### src/rtl/muldiv_sequencer.sv
// muldiv_sequencer: multi-cycle RV32M executor beside the EX-stage ALU.
// Accepts one MUL*/DIV*/REM* op, stalls the pipeline while it runs and
// returns the result with its rd as a one-cycle valid pulse. The multiplier
// result is taken after MUL_LAT cycles; division is a radix-2 restoring loop
// on operand magnitudes.
// Optional feature: define MULDIV_EARLY_OUT_EN to finish divisions with
// |dividend| < |divisor| right after accept (q=0, r=dividend).
module muldiv_sequencer #(
  parameter int XLEN    = 32,
  parameter int MUL_LAT = 2
) (
  input  logic            clk,
  input  logic            rst_n,
  input  logic            mul_inst,
  input  logic            div_inst,
  input  logic [2:0]      mulsel,
  input  logic [2:0]      divsel,
  input  logic [XLEN-1:0] rs1_data,
  input  logic [XLEN-1:0] rs2_data,
  input  logic [4:0]      rd_in,
  input  logic            flush,
  output logic            md_stall,
  output logic            md_busy,
  output logic            md_result_valid,
  output logic [XLEN-1:0] md_result,
  output logic [4:0]      md_rd
);

  typedef enum logic [1:0] {
    ST_IDLE = 2'd0,
    ST_MUL  = 2'd1,
    ST_DIV  = 2'd2,
    ST_DONE = 2'd3
  } state_t;

  localparam logic [2:0] MSEL_MUL    = 3'b001;
  localparam logic [2:0] MSEL_MULH   = 3'b010;
  localparam logic [2:0] MSEL_MULHSU = 3'b011;
  localparam logic [2:0] MSEL_MULHU  = 3'b100;
  localparam logic [2:0] DSEL_DIV    = 3'b001;
  localparam logic [2:0] DSEL_DIVU   = 3'b010;
  localparam logic [2:0] DSEL_REM    = 3'b011;
  localparam logic [2:0] DSEL_REMU   = 3'b100;

  localparam logic [4:0]      MUL_CNT_INIT = 5'(MUL_LAT - 1);
  localparam logic [4:0]      DIV_CNT_INIT = 5'(XLEN - 1);
  localparam logic [XLEN-1:0] ZERO_W       = {XLEN{1'b0}};
  localparam logic [XLEN-1:0] ONES_W       = {XLEN{1'b1}};
  localparam logic [XLEN-1:0] MIN_W        = {1'b1, {(XLEN-1){1'b0}}};

  // State and datapath registers
  state_t            state_q, state_d;
  logic [4:0]        cnt_q, cnt_d;
  logic [XLEN-1:0]   a_q, a_d;          // multiplicand, or dividend shifting into quotient
  logic [XLEN-1:0]   b_q, b_d;          // multiplier, or divisor magnitude
  logic [XLEN-1:0]   rem_q, rem_d;      // partial remainder
  logic [2:0]        sel_q, sel_d;
  logic [4:0]        rd_q, rd_d;
  logic              neg_quo_q, neg_quo_d;
  logic              neg_rem_q, neg_rem_d;
  logic [XLEN-1:0]   res_q, res_d;      // result of the op in DONE
  logic [XLEN-1:0]   last_res_q, last_res_d;
  logic [4:0]        last_rd_q, last_rd_d;

  // Combinational helpers
  logic              mul_sel_ok_s, div_sel_ok_s;
  logic              go_mul_s, go_div_s, start_s;
  logic              div_signed_s, div_is_rem_in_s;
  logic              rs1_neg_s, rs2_neg_s;
  logic [XLEN-1:0]   rs1_mag_s, rs2_mag_s;
  logic              div_zero_s, div_ovf_s;
  logic [XLEN-1:0]   special_res_s;
`ifdef MULDIV_EARLY_OUT_EN
  logic              early_out_s;
  logic [XLEN-1:0]   early_res_s;
`endif
  logic              mul_a_signed_s, mul_b_signed_s;
  logic [2*XLEN-1:0] mul_a_ext_s, mul_b_ext_s, mul_prod_s;
  logic [XLEN-1:0]   mul_res_s;
  logic [XLEN:0]     rem_sh_s, rem_diff_s;
  logic              quo_bit_s;
  logic [XLEN-1:0]   rem_nx_s, quo_nx_s;
  logic [XLEN-1:0]   quo_fin_s, rem_fin_s, div_res_s;
  logic              div_is_rem_q_s;

  // Qualify a newly presented op; mul wins when both are flagged
  always_comb begin
    mul_sel_ok_s = (mulsel == MSEL_MUL) || (mulsel == MSEL_MULH) ||
                   (mulsel == MSEL_MULHSU) || (mulsel == MSEL_MULHU);
    div_sel_ok_s = (divsel == DSEL_DIV) || (divsel == DSEL_DIVU) ||
                   (divsel == DSEL_REM) || (divsel == DSEL_REMU);
    go_mul_s     = mul_inst && mul_sel_ok_s;
    go_div_s     = div_inst && div_sel_ok_s && !mul_inst;
    start_s      = (state_q == ST_IDLE) && !flush && (go_mul_s || go_div_s);
  end

  // Divider operand preparation and special-case results at accept time
  always_comb begin
    div_signed_s    = (divsel == DSEL_DIV) || (divsel == DSEL_REM);
    div_is_rem_in_s = (divsel == DSEL_REM) || (divsel == DSEL_REMU);
    rs1_neg_s       = div_signed_s && rs1_data[XLEN-1];
    rs2_neg_s       = div_signed_s && rs2_data[XLEN-1];
    if (rs1_neg_s) begin
      rs1_mag_s = ZERO_W - rs1_data;
    end else begin
      rs1_mag_s = rs1_data;
    end
    if (rs2_neg_s) begin
      rs2_mag_s = ZERO_W - rs2_data;
    end else begin
      rs2_mag_s = rs2_data;
    end
    div_zero_s = (rs2_data == ZERO_W);
    div_ovf_s  = div_signed_s && (rs1_data == MIN_W) && (rs2_data == ONES_W);
    if (div_zero_s) begin
      special_res_s = div_is_rem_in_s ? rs1_data : ONES_W;
    end else if (div_ovf_s) begin
      special_res_s = div_is_rem_in_s ? ZERO_W : MIN_W;
    end else begin
      special_res_s = ZERO_W;
    end
`ifdef MULDIV_EARLY_OUT_EN
    early_out_s = (rs1_mag_s < rs2_mag_s);
    early_res_s = div_is_rem_in_s ? rs1_data : ZERO_W;
`endif
  end

  // Multiplier: sign-extend latched operands per variant, take low or high word
  always_comb begin
    mul_a_signed_s = (sel_q == MSEL_MULH) || (sel_q == MSEL_MULHSU);
    mul_b_signed_s = (sel_q == MSEL_MULH);
    mul_a_ext_s    = {{XLEN{mul_a_signed_s & a_q[XLEN-1]}}, a_q};
    mul_b_ext_s    = {{XLEN{mul_b_signed_s & b_q[XLEN-1]}}, b_q};
    mul_prod_s     = mul_a_ext_s * mul_b_ext_s;
    if (sel_q == MSEL_MUL) begin
      mul_res_s = mul_prod_s[XLEN-1:0];
    end else begin
      mul_res_s = mul_prod_s[2*XLEN-1:XLEN];
    end
  end

  // One restoring-division step plus sign fix-up of the final quotient/remainder
  always_comb begin
    rem_sh_s   = {rem_q, a_q[XLEN-1]};
    rem_diff_s = rem_sh_s - {1'b0, b_q};
    quo_bit_s  = !rem_diff_s[XLEN];
    if (quo_bit_s) begin
      rem_nx_s = rem_diff_s[XLEN-1:0];
    end else begin
      rem_nx_s = rem_sh_s[XLEN-1:0];
    end
    quo_nx_s  = {a_q[XLEN-2:0], quo_bit_s};
    quo_fin_s = neg_quo_q ? (ZERO_W - quo_nx_s) : quo_nx_s;
    rem_fin_s = neg_rem_q ? (ZERO_W - rem_nx_s) : rem_nx_s;
    div_is_rem_q_s = (sel_q == DSEL_REM) || (sel_q == DSEL_REMU);
    if (div_is_rem_q_s) begin
      div_res_s = rem_fin_s;
    end else begin
      div_res_s = quo_fin_s;
    end
  end

  // Next-state and output logic of the sequencer FSM
  always_comb begin
    state_d         = state_q;
    cnt_d           = cnt_q;
    a_d             = a_q;
    b_d             = b_q;
    rem_d           = rem_q;
    sel_d           = sel_q;
    rd_d            = rd_q;
    neg_quo_d       = neg_quo_q;
    neg_rem_d       = neg_rem_q;
    res_d           = res_q;
    last_res_d      = last_res_q;
    last_rd_d       = last_rd_q;
    md_result_valid = 1'b0;

    case (state_q)
      ST_IDLE: begin
        if (start_s) begin
          rd_d = rd_in;
          if (go_mul_s) begin
            state_d = ST_MUL;
            a_d     = rs1_data;
            b_d     = rs2_data;
            sel_d   = mulsel;
            cnt_d   = MUL_CNT_INIT;
          end else begin
            sel_d = divsel;
            if (div_zero_s || div_ovf_s) begin
              state_d = ST_DONE;
              res_d   = special_res_s;
            end
`ifdef MULDIV_EARLY_OUT_EN
            else if (early_out_s) begin
              state_d = ST_DONE;
              res_d   = early_res_s;
            end
`endif
            else begin
              state_d   = ST_DIV;
              a_d       = rs1_mag_s;
              b_d       = rs2_mag_s;
              rem_d     = ZERO_W;
              cnt_d     = DIV_CNT_INIT;
              neg_quo_d = rs1_neg_s ^ rs2_neg_s;
              neg_rem_d = rs1_neg_s;
            end
          end
        end else begin
          state_d = ST_IDLE;
        end
      end
      ST_MUL: begin
        if (flush) begin
          state_d = ST_IDLE;
        end else if (cnt_q == 5'd0) begin
          state_d = ST_DONE;
          res_d   = mul_res_s;
        end else begin
          cnt_d = cnt_q - 5'd1;
        end
      end
      ST_DIV: begin
        if (flush) begin
          state_d = ST_IDLE;
        end else begin
          a_d   = quo_nx_s;
          rem_d = rem_nx_s;
          if (cnt_q == 5'd0) begin
            state_d = ST_DONE;
            res_d   = div_res_s;
          end else begin
            cnt_d = cnt_q - 5'd1;
          end
        end
      end
      ST_DONE: begin
        state_d = ST_IDLE;
        if (!flush) begin
          md_result_valid = 1'b1;
          last_res_d      = res_q;
          last_rd_d       = rd_q;
        end else begin
          md_result_valid = 1'b0;
        end
      end
      default: begin
        state_d = ST_IDLE;
      end
    endcase
  end

  // Pipeline hold and busy indication
  always_comb begin
    md_stall = start_s || (state_q == ST_MUL) || (state_q == ST_DIV);
    md_busy  = (state_q != ST_IDLE);
  end

  // Result port: fresh value during the pulse, otherwise the last delivered one
  always_comb begin
    if (md_result_valid) begin
      md_result = res_q;
      md_rd     = rd_q;
    end else begin
      md_result = last_res_q;
      md_rd     = last_rd_q;
    end
  end

  // State and datapath registers with asynchronous clear
  always_ff @(posedge clk or negedge rst_n) begin
    if (!rst_n) begin
      state_q    <= ST_IDLE;
      cnt_q      <= 5'd0;
      a_q        <= ZERO_W;
      b_q        <= ZERO_W;
      rem_q      <= ZERO_W;
      sel_q      <= 3'b000;
      rd_q       <= 5'd0;
      neg_quo_q  <= 1'b0;
      neg_rem_q  <= 1'b0;
      res_q      <= ZERO_W;
      last_res_q <= ZERO_W;
      last_rd_q  <= 5'd0;
    end else begin
      state_q    <= state_d;
      cnt_q      <= cnt_d;
      a_q        <= a_d;
      b_q        <= b_d;
      rem_q      <= rem_d;
      sel_q      <= sel_d;
      rd_q       <= rd_d;
      neg_quo_q  <= neg_quo_d;
      neg_rem_q  <= neg_rem_d;
      res_q      <= res_d;
      last_res_q <= last_res_d;
      last_rd_q  <= last_rd_d;
    end
  end

endmodule

### config.mk
export PLATFORM = sky130hd
export DESIGN_NAME = muldiv_sequencer
export DESIGN_NICKNAME = d
export VERILOG_FILES = /design/src/rtl/muldiv_sequencer.sv
export SDC_FILE = /design/constraint.sdc
export NUM_CORES = 2
export LEC_CHECK = 0
export ABC_AREA = 0
export CAP_MARGIN = 15
export CORE_ASPECT_RATIO = 0.8
export CORE_MARGIN = 2
export CORE_UTILIZATION = 30
export CTS_CLUSTER_SIZE = 20
export DETAILED_ROUTE_END_ITERATION = 10
export HOLD_SLACK_MARGIN = 0.15
export PLACE_DENSITY_LB_ADDON = 0.05
export SETUP_SLACK_MARGIN = 0.1
export SYNTH_ARGS = -nofsm -noshare
export SYNTH_HDL_FRONTEND = slang
export SYNTH_SLANG_ARGS = --single-unit
### constraint.sdc
create_clock -name clk -period 11.7 [get_ports clk]
set_clock_uncertainty 0.05 [all_clocks]
set_input_delay 1.755 -clock clk [delete_from_list [all_inputs] [get_ports clk]]
set_output_delay 1.755 -clock clk [all_outputs]
set_load 0.01 [all_outputs]
==> flow_summary.yaml <==
sta:
  hold_violations: 0
  setup_tns_ns: 0
  worst_slew_pin_slew_ns: 1.24
  rsz0062_at_grt: "no"
  min_period_ns: 10.21
  slew-limit-headroom_pct: 16.3
  maxSlewViolCount: 0
  setup_viol: 0
  period_share_pct: 87.3
  max_freq_ghz: 0.0980
synthesis:
  ys_seq_area_share_pct: 8.66
  synthTopCellsByCount: "inv_1, fa_1, nand2_1, clkbuf_1, and2_1"
  synth_top_cell_by_area: "fa_1"
  synth_edf_count: 0
  synthFlopType: "dfrtp_1"
  netlist_instances: 6113
  syn_area_per_cell_um2: 8.60
  ys_seq_elements: 182
  synth_cell_types: 82
  synth_most_common_cell: "inv_1"
  synthTopCellsByArea: "fa_1, inv_1, dfrtp_1"
  synth_nets: 7577
  netlist_area_mm2: 0.0526
  yosys_warnings: 0
  yosysTopAreaCellShare_pct: 42.9
  async_flop_share_pct: 100
clock_network:
  cts_tree: "yes"
  cts_setup_buffers: 0
  postCtsHoldBufs: 0
  htree_num_levels: 4
  cts-root-buf: "clkbuf_16"
  cts_inserted_buffers: 17
  clk_pin_slew_ns: 0.08
  cts.sink_count: 182
  ctsResizeCount: 0
  clk_latency_ns: 0.53
  clockBufferDepth: 2
global_route:
  grtUsageTotal_pct: 25.1
  grt_pass1_vias: 45000
  antenna_found_initial: 21
  grt_max_degree: 68
  grt_overflow: 0
  grt_pass1_wl_mm: 326
worst_setup_path:
  crit_path_frequent_cell: "fa_1"
  slowest_stage: "a211oi_1"
  crit_path_start_kind: "flop"
  critPathArrivalTime_ns: 10.53
  worst-path-max-fanout: 12
  required_ns: 12.02
  max_stage_delay_ns: 0.76
  worstSetupEndpointType: "flop"
  r2r_start: "sel_q[2]"
  crit_type: "reg -> reg"
  critPathLaunch: "sel_q[2]"
floorplanning:
  die-area_mm2: 0.179
  die_x_um: 472
  core_mm2: 0.174
  die_h_um: 378
  rows: 137
  pin_count: 120
  start_util_pct: 30.2
placed_design:
  port_buffers: 119
  dp_hpwl_mm: 179
  routabilityCongestion: 0.922
drt:
  ant_nets: 0
  wl_per_cell_um: 26.4
  first_iter_violations: 3430
  avgViaCountPerCell: 5.05
  drc: 0
  finalWirelength_mm: 220
  drt_pass1_iterations: 6
  num_vias: 42000
worst_hold_path:
  hp-class: "reg -> reg"
  min_from: "rd_q[0]"
run:
  max-cap-violations: 0
cells_and_area:
  finalNetCount: 7483
  layout-drive-gt1-share_pct: 4.96
  syn_to_final_growth_pct: 8.45
run_status:
  status: "finished clean"
-- cell families (layout without fill, tap and decap cells) --
logic type | after synthesis | count (layout) | synth area share (%)
other | 0 | 5 | 0
muxes | 74 | 74 | 1.52
xor gates and xnor gates | 186 | 186 | 3.10
and+or+nand+nor | 1857 | 1857 | 16.3
DFF | 182 | 182 | 8.66
buffers and inverters | 1608 | 1527 | 11.5
adders and majority gates | 1384 | 1384 | 49.0
AOI/OAI and AO/OA | 822 | 822 | 9.86
-- routing by layer --
metal  track usage (%)  part of all wire [%]  vias up
li1                  -                     -    18500
met1              35.8                    47    22300
met2              41.0                    46     1032
met3              2.52                   4.4      166
met4              5.95                   2.5        2
met5                 0                0.0059        -
-- area by class of cell --
cell class,count,area [µm²]
timing repair buffer,253,2240
multi-input combinational,4323,42000
sequential,182,4600
clock buffer,18,429
antenna,5,12.5
tap,2293,2870
inverter,1242,4660
fill,18700,117000
clock inverter,14,163
-- worst paths after layout --
path	endpoint	slack, ns	cells after the start
max reg2reg	res_q[19]	1.49	29
min reg2reg	rd_q[0]	0.43	2
min in group asynchronous	rem_q[11]	1.09	1
max	res_q[19]	1.49	29
max in group asynchronous	a_q[23]	8.12	3
min	rd_q[0]	0.43	2
-- per-stage QoR --
step / instances / utilization (%) / hold slack, ns / cell area [µm²] / worst slack [ns]
after global placement: 8291 / 32.4 / 0.411 / 56400 / 1.71
after global routing: 8328 / 32.7 / 0.450 / 57000 / 1.37
after floorplan: 6113 / - / 0.390 / 52600 / 3.01
after CTS: 8323 / 32.7 / 0.432 / 57000 / 1.72
final: 8330 / 32.7 / 0.429 / 57000 / 1.49
after detailed placement: 8291 / 32.4 / 0.410 / 56400 / 1.76
-- layout by cell type, fill, tap and decap left out, drive strengths merged, types with 9 or more instances in the layout --
cell	netlist	layout
and2	290	290
nor3	39	39
xor2	83	83
nor2	243	243
o31ai	30	30
nand3b	9	9
mux2	48	48
a21o	56	56
or2	21	21
clkdlybuf4s50	0	118
or3	40	40
clkbuf	307	18
or4	19	19
and3	18	18
xnor2	103	103
o211ai	34	34
fa	1126	1126
nand4	27	27
o21ai	220	220
a221oi	12	12
o31a	11	11
dfrtp	182	182
nor3b	11	11
o21bai	13	13
ha	258	258
mux2i	26	26
a21oi	241	241
o41ai	19	19
nor4	30	30
nor2b	20	20
buf	59	135
inv	1239	1246
nand2b	21	21
nand2	991	991
nand3	54	54
a211oi	21	21
o21a	16	16
a22o	19	19
a31oi	34	34
o22ai	13	13
-- state kept, by name, summed over array words and instances (netlist names) --
register and count:
neg_quo_q 1, last_res_q 32, rd_q 5, a_q 32, res_q 32, sel_q 3, cnt_q 5, state_q 2
b_q 32, rem_q 32, last_rd_q 5, neg_rem_q 1
-- critical path: cells and delay by family (launching register included) --
family                     cells  cell delay (ns)
AOI/OAI and AO/OA              6             1.87
xor gates and xnor gates       1             0.25
adders and majority gates      9             4.23
buffers and inverters          6             0.80
DFF                            1             0.48
and+or+nand+nor                7             2.33
Power is left out: the tool's default activity adds up to more than one toggle a clock period on the data nets, which glitch-free logic cannot reach.
